==> src/rtl/cordic_polar_arb.sv <==
// Round-robin arbiter that shares one iterative rectangular-to-polar CORDIC core
// between NREQ requesters. Only one vector is in the core at a time, because the
// core cannot be stalled. Each result is tagged with the index of its requester
// and held in an output register until downstream accepts it. A watchdog and a
// sticky error flag catch a core that hangs or produces unexpected strobes.
//
// Ports:
//   clk, rst          clock, synchronous active-high reset
//   req_vld/req_rdy   per-requester handshake (req_rdy is one-hot or zero)
//   req_x/req_y       packed vectors, requester i at [i*WIDTH_XY +: WIDTH_XY]
//   core_i_*          vector issued to the core (core_i_vld is a single-cycle strobe)
//   core_ready        core is idle and can accept a vector
//   core_o_*          core result strobe and data
//   out_*             registered result, valid/ready handshake, requester tag
//   busy              state is not idle
//   err               sticky: watchdog timeout or unexpected core strobe
module cordic_polar_arb #(
  parameter int unsigned NREQ     = 4,
  parameter int unsigned WIDTH_XY = 32,
  parameter int unsigned WIDTH_PH = 32,
  parameter int unsigned NSTAGES  = 16,
  parameter int unsigned TMO      = NSTAGES + 4
) (
  input  logic                         clk,
  input  logic                         rst,
  input  logic [NREQ-1:0]              req_vld,
  output logic [NREQ-1:0]              req_rdy,
  input  logic [NREQ*WIDTH_XY-1:0]     req_x,
  input  logic [NREQ*WIDTH_XY-1:0]     req_y,
  output logic                         core_i_vld,
  output logic [WIDTH_XY-1:0]          core_i_x,
  output logic [WIDTH_XY-1:0]          core_i_y,
  input  logic                         core_ready,
  input  logic                         core_o_vld,
  input  logic [WIDTH_XY-1:0]          core_o_mag,
  input  logic [WIDTH_PH-1:0]          core_o_phase,
  output logic                         out_vld,
  input  logic                         out_rdy,
  output logic [WIDTH_XY-1:0]          out_mag,
  output logic [WIDTH_PH-1:0]          out_phase,
  output logic [$clog2(NREQ)-1:0]      out_id,
  output logic                         busy,
  output logic                         err
);

  localparam int unsigned IdW  = $clog2(NREQ);
  localparam int unsigned CntW = $clog2(TMO + 1);

  typedef enum logic [1:0] {
    StIdle,
    StWait,
    StHold
  } state_e;

  state_e              state_q, state_d;
  logic [IdW-1:0]      last_q, last_d;
  logic [IdW-1:0]      tag_q, tag_d;
  logic [CntW-1:0]     wdog_q, wdog_d;
  logic [CntW-1:0]     wdog_inc;
  logic [WIDTH_XY-1:0] mag_q, mag_d;
  logic [WIDTH_PH-1:0] phase_q, phase_d;
  logic [IdW-1:0]      id_q, id_d;
  logic                err_q, err_d;

  logic                gnt_found;
  logic [IdW-1:0]      gnt_idx;
  logic                hi_found, lo_found;
  logic [IdW-1:0]      hi_idx, lo_idx;
  logic                grant;
  logic [IdW-1:0]      sel;

  // Round-robin search: the lowest valid index above the last grant wins; if none,
  // wrap around to the lowest valid index overall. Scanning downward lets the last
  // assignment in each category be the lowest index.
  always_comb begin
    hi_found = 1'b0;
    hi_idx   = '0;
    lo_found = 1'b0;
    lo_idx   = '0;
    for (int i = int'(NREQ) - 1; i >= 0; i--) begin
      if (req_vld[i]) begin
        lo_found = 1'b1;
        lo_idx   = IdW'(i);
        if (i > int'(last_q)) begin
          hi_found = 1'b1;
          hi_idx   = IdW'(i);
        end
      end
    end
    gnt_found = lo_found;
    gnt_idx   = hi_found ? hi_idx : lo_idx;
  end

  assign grant = (state_q == StIdle) && gnt_found && core_ready;

  // Outside a grant the core sees requester 0, so its inputs never float.
  assign sel        = grant ? gnt_idx : '0;
  assign core_i_vld = grant;
  assign core_i_x   = req_x[int'(sel)*WIDTH_XY +: WIDTH_XY];
  assign core_i_y   = req_y[int'(sel)*WIDTH_XY +: WIDTH_XY];

  always_comb begin
    req_rdy = '0;
    if (grant) begin
      req_rdy[gnt_idx] = 1'b1;
    end
  end

  assign wdog_inc = wdog_q + CntW'(1);

  always_comb begin
    state_d = state_q;
    last_d  = last_q;
    tag_d   = tag_q;
    wdog_d  = wdog_q;
    mag_d   = mag_q;
    phase_d = phase_q;
    id_d    = id_q;
    err_d   = err_q;
    case (state_q)
      StIdle: begin
        // A strobe with nothing in flight means the core is misbehaving.
        if (core_o_vld) begin
          err_d = 1'b1;
        end
        if (grant) begin
          last_d  = gnt_idx;
          tag_d   = gnt_idx;
          wdog_d  = '0;
          state_d = StWait;
        end
      end
      StWait: begin
        if (core_o_vld) begin
          mag_d   = core_o_mag;
          phase_d = core_o_phase;
          id_d    = tag_q;
          wdog_d  = '0;
          state_d = StHold;
        end else if (wdog_inc == CntW'(TMO)) begin
          // Core hung: drop the vector and free the arbiter.
          err_d   = 1'b1;
          wdog_d  = '0;
          state_d = StIdle;
        end else begin
          wdog_d = wdog_inc;
        end
      end
      StHold: begin
        if (core_o_vld) begin
          err_d = 1'b1;
        end
        if (out_rdy) begin
          state_d = StIdle;
        end
      end
      default: begin
        state_d = StIdle;
      end
    endcase
  end

  always_ff @(posedge clk) begin
    if (rst) begin
      state_q <= StIdle;
      last_q  <= IdW'(NREQ - 1);
      tag_q   <= '0;
      wdog_q  <= '0;
      mag_q   <= '0;
      phase_q <= '0;
      id_q    <= '0;
      err_q   <= 1'b0;
    end else begin
      state_q <= state_d;
      last_q  <= last_d;
      tag_q   <= tag_d;
      wdog_q  <= wdog_d;
      mag_q   <= mag_d;
      phase_q <= phase_d;
      id_q    <= id_d;
      err_q   <= err_d;
    end
  end

  assign out_vld   = (state_q == StHold);
  assign out_mag   = mag_q;
  assign out_phase = phase_q;
  assign out_id    = id_q;
  assign busy      = (state_q != StIdle);
  assign err       = err_q;

endmodule

==> config.mk <==
export PLATFORM = sky130hd
export DESIGN_NAME = cordic_polar_arb
export DESIGN_NICKNAME = d
export VERILOG_FILES = /design/src/rtl/cordic_polar_arb.sv
export SDC_FILE = /design/constraint.sdc
export NUM_CORES = 1
export LEC_CHECK = 0
export CORE_AREA = 10 10 174 176
export DETAILED_ROUTE_END_ITERATION = 6
export DIE_AREA = 0 0 184 186
export PLACE_DENSITY_LB_ADDON = 0.05
export SLEW_MARGIN = 20
export SYNTH_ARGS = -nofsm -noshare
export SYNTH_HDL_FRONTEND = slang
export SYNTH_SLANG_ARGS = --single-unit
==> constraint.sdc <==
create_clock -name clk -period 2.8 [get_ports clk]
set_input_delay 0.56 -clock clk [delete_from_list [all_inputs] [get_ports clk]]
set_output_delay 0.56 -clock clk [all_outputs]
set_load 0.1 [all_outputs]
==> flow_summary.ini, run 1 <==
[die]
chipHeight_um = 186
num_rows = 60
core-area_mm2 = 0.02673
die_w_um = 184
ios = 467
die_area_mm2 = 0.03422
initial_core_util = 0.1800

[grt]
antenna_found_initial = 6
grt_max_degree = 42
grt_util_all_layers = 0.1916
grt_pass1_vias = 6678
grt_pass1_wl_um = 48470
grt_overflow_total = 0

[synth]
seq_area_frac_synth = 0.3247
synthAdderAreaFrac = 0.002601
yosys-mux-area-fraction = 0.1353
avgSynthCellArea_um2 = 7.309
ys_types = 35
syn-cell-area_mm2 = 0.004810
synth_simple_gate_area_frac = 0.1470
synth_edf_count = 0
ys_seq_elements = 78
syn_inst = 658
synth.top_cell.area_share = 0.3247
syn_nets = 988
synth_top_family_by_area = compound AO/OA/AOI/OAI gates
ys.warnings.count = 0
synth_compound_area_frac = 0.2378
synth_area_leaders = dfxtp_1 32%, mux2i_1 14%, a222oi_1 13%
ys.flop_type = dfxtp_1
post-synth-top-area-cell = dfxtp_1
synth-xor-area-share = 0
async_reset_ff_frac = 0

[worst_setup_path]
crit_family = buffers and inverters
cpMostUsedCell = buf_12
crit_fanout = 10
critPathBufInv = 6
max_stage_delay_ns = 0.34
crit_path_end_kind = output port
r2r-end = tag_q[1]
r2r_setup_slack_ns = 1.28
arrival_ns = 2.48
timing.rr.start = state_q[0]
required_ns = 2.24
critical_path.cell_chain = buf_12 > o211ai_4 > nand2_2 > a311oi_4 > buf_12 > buf_12 > buf_16 > mux2i_2 > a222oi_1 > buf_4 > buf_12
r2r_cells = 8
crit_type = in -> out
slowest_stage = a222oi_1
start_kind = input port
cp-startpoint = req_vld[1]

[timing]
fin_crit_ns = 3.039
finClkSkew_ns = 0.006424
finalHoldViolations = 0
setup_violations = 65
layout_worst_path_cycle_share = 1.085
fmax_mhz = 329.1
max_slew_margin = 0.4967
rsz0062_at_grt = yes
tightest_slew_ns = 0.7550
fin_hold_ws_ns = 0.4534
setup_slack_ns = -0.2387
slew_violations = 0

[finish]
stdcell_count = 1575
finalNetCount = 1554
drive_above_1_share = 0.2628
layout_commonest_cell = clkdlybuf4s50_1
fillers = 2620
seq_area_mm2 = 0.001567
most-common-layout-cells = 322 x clkdlybuf4s50_1, 156 x buf_4, 139 x nand2_1
multiInputGateArea_mm2 = 0.002645
utilization = 0.4617
areaGrowthSynthToFinish_pct = 156.5
post-route-cell-area_mm2 = 0.01234

[route]
wl_per_cell_um = 23.25
ant_nets = 0
drc = 0
vias = 7009
wirelength_um = 36620
drtIter0Drc = 527
avgViaCountPerCell = 4.450
drt_pre_antenna_iters = 6

[cts]
cts_max_level = 3
clock-sinks = 78
cts_hold_buf = 0
clockRootBuffer = clkbuf_16
cts_tree = yes
numCtsBuffers = 9
clk_pin_slew_ns = 0.06
ctsLongestPathBuffers = 2
clock_latency_ns = 0.33

[power]
power_density_mw_per_mm2 = 496.0
leakage_nw = 5.550
ir_worst_vdd_v = 0.0003653
p_total_mw = 6.120

[placed_design]
dpl.cell_count = 1517
dpl.hpwl_um = 28430
place_area_mm2 = 0.01121
io_buffers = 466
gp_congestion = 0.8468

[run]
drv_cap = 0

[hold_path]
worstHoldEndpoint = out_id[0]
hp-start = tag_q[0]
hp-class = reg -> reg
min_path_cells = 2

[outcome]
violations = negative setup slack
status = finished with violations
## worst reg2reg max path, cell delays in order (launching register included)
cell and delay [ns]:
dfxtp_2 0.34, or2_4 0.26, or2_4 0.25, buf_6 0.14
inv_12 0.05, buf_12 0.09, buf_4 0.12, nand2_1 0.08
a21oi_1 0.12
## layout make-up
class | instances | share of cell area
antenna | 5 | 0.001014
clock buffer | 9 | 0.01825
clock inverter | 7 | 0.004665
inverter | 133 | 0.04148
multi-input combinational | 396 | 0.2144
sequential | 78 | 0.1270
tap | 341 | 0.03458
timing repair buffer | 606 | 0.5587
## synthesized netlist by cell type, drive strengths merged, types with 2 or more instances
cell type	instances
nand2	140
inv	133
dfxtp	78
a21oi	73
mux2i	65
a222oi	64
clkbuf	31
buf	21
nor2	13
o21ai	6
nor3	5
nand3b	4
nor2b	3
a21o	2
a22oi	2
and3	2
nor3b	2
or2	2
## worst max-delay path by stage
stage / endpoint / slack [ns] / depth (start not counted)
2_1_floorplan: core_i_x[16] / -1.79 / 8
3_3_place_gp: core_i_x[3] / -0.72 / 11
3_5_place_dp: core_i_x[3] / -0.76 / 10
4_1_cts: core_i_y[18] / -0.32 / 11
5_1_grt: core_i_x[5] / -0.34 / 11
6_report: core_i_x[3] / -0.24 / 11
## routing by layer
layer / GRT usage / share of wire / vias up
met2: 0.3319 / 0.51 / 322
met4: 0.05408 / 0.015 / 2
met5: 0 / 0.00035 / -
li1: - / - / 3395
met1: 0.2131 / 0.38 / 3262
met3: 0.07448 / 0.099 / 28
## power breakdown
group | internal [mW] | switching [mW] | leakage (nW) | total (mW)
combinational | 1.69 | 2.13 | 4.78 | 3.82
sequential | 1.15 | 0.0272 | 0.634 | 1.18
clock | 0.612 | 0.506 | 0.134 | 1.12
## per-stage QoR
step,setup TNS [ns],setup slack [ns]
2_1_floorplan,-114.01,-1.794
3_3_place_gp,-42.23,-0.7198
3_5_place_dp,-45.40,-0.7560
4_1_cts,-17.69,-0.3219
5_1_grt,-18.76,-0.3437
6_report,-12.87,-0.2387
## cell families (layout without fill, tap and decap cells)
group | after synthesis | after routing
AO/OA/AOI/OAI | 155 | 155
adder cells (fa/ha/maj) | 1 | 1
buffers and inverters | 185 | 755
flip-flops | 78 | 78
multiplexers | 65 | 65
other | 0 | 5
AND/OR/NAND/NOR | 174 | 175
## flip-flops by register name, summed over array words and instances, names as in the netlist
register	cells
out_mag	32
out_phase	32
wdog_q	5
last_q	2
out_id	2
state_q	2
tag_q	2
err	1
## repair_timing
| action | CTS | global route |
|---|---|---|
| cloned | 8 | 13 |
| buffers inserted | 12 | 10 |
| setup endpoints to repair | 69 | 66 |
| pin swaps | 15 | 42 |
| endpoints found under the hold margin | 0 | 0 |
| gates resized for setup | 52 | 34 |
(Power assumes the default switching activity.)
==> run 2, diff against run 1 <==
Settings changed: TNS_END_PERCENT set to 5.
==> run 2 against run 1 <==
The run ends with design-rule violations, negative setup slack left; sequential share of layout area rose by 0.16 points; non-clock buffer count fell by 63; clock-buffer cell count rose by 3; worst hold slack barely moved; critical endpoint is now core_i_y[19]; clock power rose by 7%; utilization fell by 0.60 points.
==> flow_summary.ini, run 2 (same netlist as run 1, synthesis figures left out) <==
[cts]
clock-sinks = 78
clk_pin_slew_ns = 0.06
clockRootBuffer = clkbuf_16
clock_latency_ns = 0.33
cts_hold_buf = 0
cts_tree = yes
numCtsBuffers = 9
cts_max_level = 3
ctsLongestPathBuffers = 2

[run]
drv_cap = 0

[timing]
finClkSkew_ns = 0.004240
max_slew_margin = 0.6910
rsz0062_at_grt = yes
setup_slack_ns = -0.3552
fin_crit_ns = 3.155
fmax_mhz = 316.9
setup_violations = 64
fin_hold_ws_ns = 0.4534
tightest_slew_ns = 0.4636
slew_violations = 0
layout_worst_path_cycle_share = 1.127
finalHoldViolations = 0

[grt]
grt_max_degree = 42
grt_pass1_vias = 6706
grt_overflow_total = 0
antenna_found_initial = 11
grt_pass1_wl_um = 48270
grt_util_all_layers = 0.1916

[worst_setup_path]
start_kind = input port
crit_path_end_kind = output port
arrival_ns = 2.60
required_ns = 2.24
crit_fanout = 13
crit_type = in -> out

[hold_path]
hp-class = reg -> reg

[die]
chipHeight_um = 186
die_area_mm2 = 0.03422
die_w_um = 184
ios = 467
num_rows = 60
initial_core_util = 0.1800
core-area_mm2 = 0.02673

[route]
drtIter0Drc = 514
vias = 6790
wirelength_um = 35060
drt_pre_antenna_iters = 7
drc = 1
wl_per_cell_um = 23.12
avgViaCountPerCell = 4.479
ant_nets = 0

[power]
power_density_mw_per_mm2 = 507.2
ir_worst_vdd_v = 0.0002879
leakage_nw = 5.644

[placed_design]
dpl.cell_count = 1475
io_buffers = 466
dpl.hpwl_um = 28610
place_area_mm2 = 0.01096
gp_congestion = 0.8626

[finish]
post-route-cell-area_mm2 = 0.01218
finalNetCount = 1492
drive_above_1_share = 0.2168
most-common-layout-cells = 322 x clkdlybuf4s50_1, 139 x nand2_1, 132 x inv_1
layout_commonest_cell = clkdlybuf4s50_1
areaGrowthSynthToFinish_pct = 153.2
utilization = 0.4557
stdcell_count = 1516

[outcome]
status = finished with violations
violations = design-rule violations, negative setup slack
==> run 2: cell count changes in the layout (fill, tap and decap cells not counted), moves of 2 or more <==
cell / before / now
clkbuf_1: 0 / 2
buf_8: 4 / 1
bufbuf_16: 0 / 49
buf_6: 14 / 11
clkbuf_16: 18 / 9
mux2i_2: 6 / 3
buf_4: 156 / 114
diode_2: 5 / 8
mux2i_1: 59 / 62
buf_12: 91 / 42
buf_16: 8 / 2
==> run 2: cell type report <==
class	count	area [µm²]
well taps	341	426.7
inverters	133	511.7
repair buffers	543	6721
clock inverters	4	55.05
flip-flops and latches	78	1565
diodes	8	20.02
clock buffers	12	246.5
fillers	2607	14550
multi-input cells	397	2631
==> run 2: worst max-delay path, cell delays in order <==
cell	delay, ns
buf_8	0.10
o41ai_4	0.39
or2_1	0.20
buf_12	0.14
inv_12	0.03
buf_4	0.12
and2_2	0.28
a222oi_1	0.40
buf_4	0.19
buf_12	0.17
==> run 2: report_power, final <==
part / internal [mW] / switching [mW] / total [mW] / leakage (nW)
Combinational: 1.81 / 1.98 / 3.79 / 4.87
Sequential: 1.15 / 0.0285 / 1.18 / 0.634
Clock: 0.721 / 0.481 / 1.20 / 0.143
Total: 3.68 / 2.49 / 6.18 / 5.64
==> run 2: what timing repair did <==
action,CTS,global route
endpoints found under the setup margin,68,66
pin swaps,66,30
cloned,5,0
resized for setup,89,15
setup buffers,9,6
hold endpoints to repair,0,0
==> run 2: metal layers <==
metal  wire length [µm]  track usage
met3               3220      0.07019
met2              18120       0.3362
met1              13450       0.2149
met5                 41            0
met4                227      0.04687
==> run 2: metrics by stage <==
step | power, mW | setup TNS, ns | setup slack [ns]
global route | 6.411 | -22.42 | -0.4340
CTS | 6.233 | -22.11 | -0.4088
global placement | 4.606 | -47.77 | -0.8003
detailed placement | 4.609 | -50.30 | -0.8456
finish | 6.176 | -16.90 | -0.3552
floorplan | 3.055 | -115.18 | -1.794
==> run 2: worst paths after layout <==
kind | cells past startpoint | slack, ns | start | endpoint
max reg2reg | 6 | 1.28 | state_q[0] | out_mag[26]
min | 2 | 0.45 | out_id[0] | out_id[0]
max | 10 | -0.36 | req_vld[3] | core_i_y[19]
min reg2reg | 2 | 0.45 | out_id[0] | out_id[0]
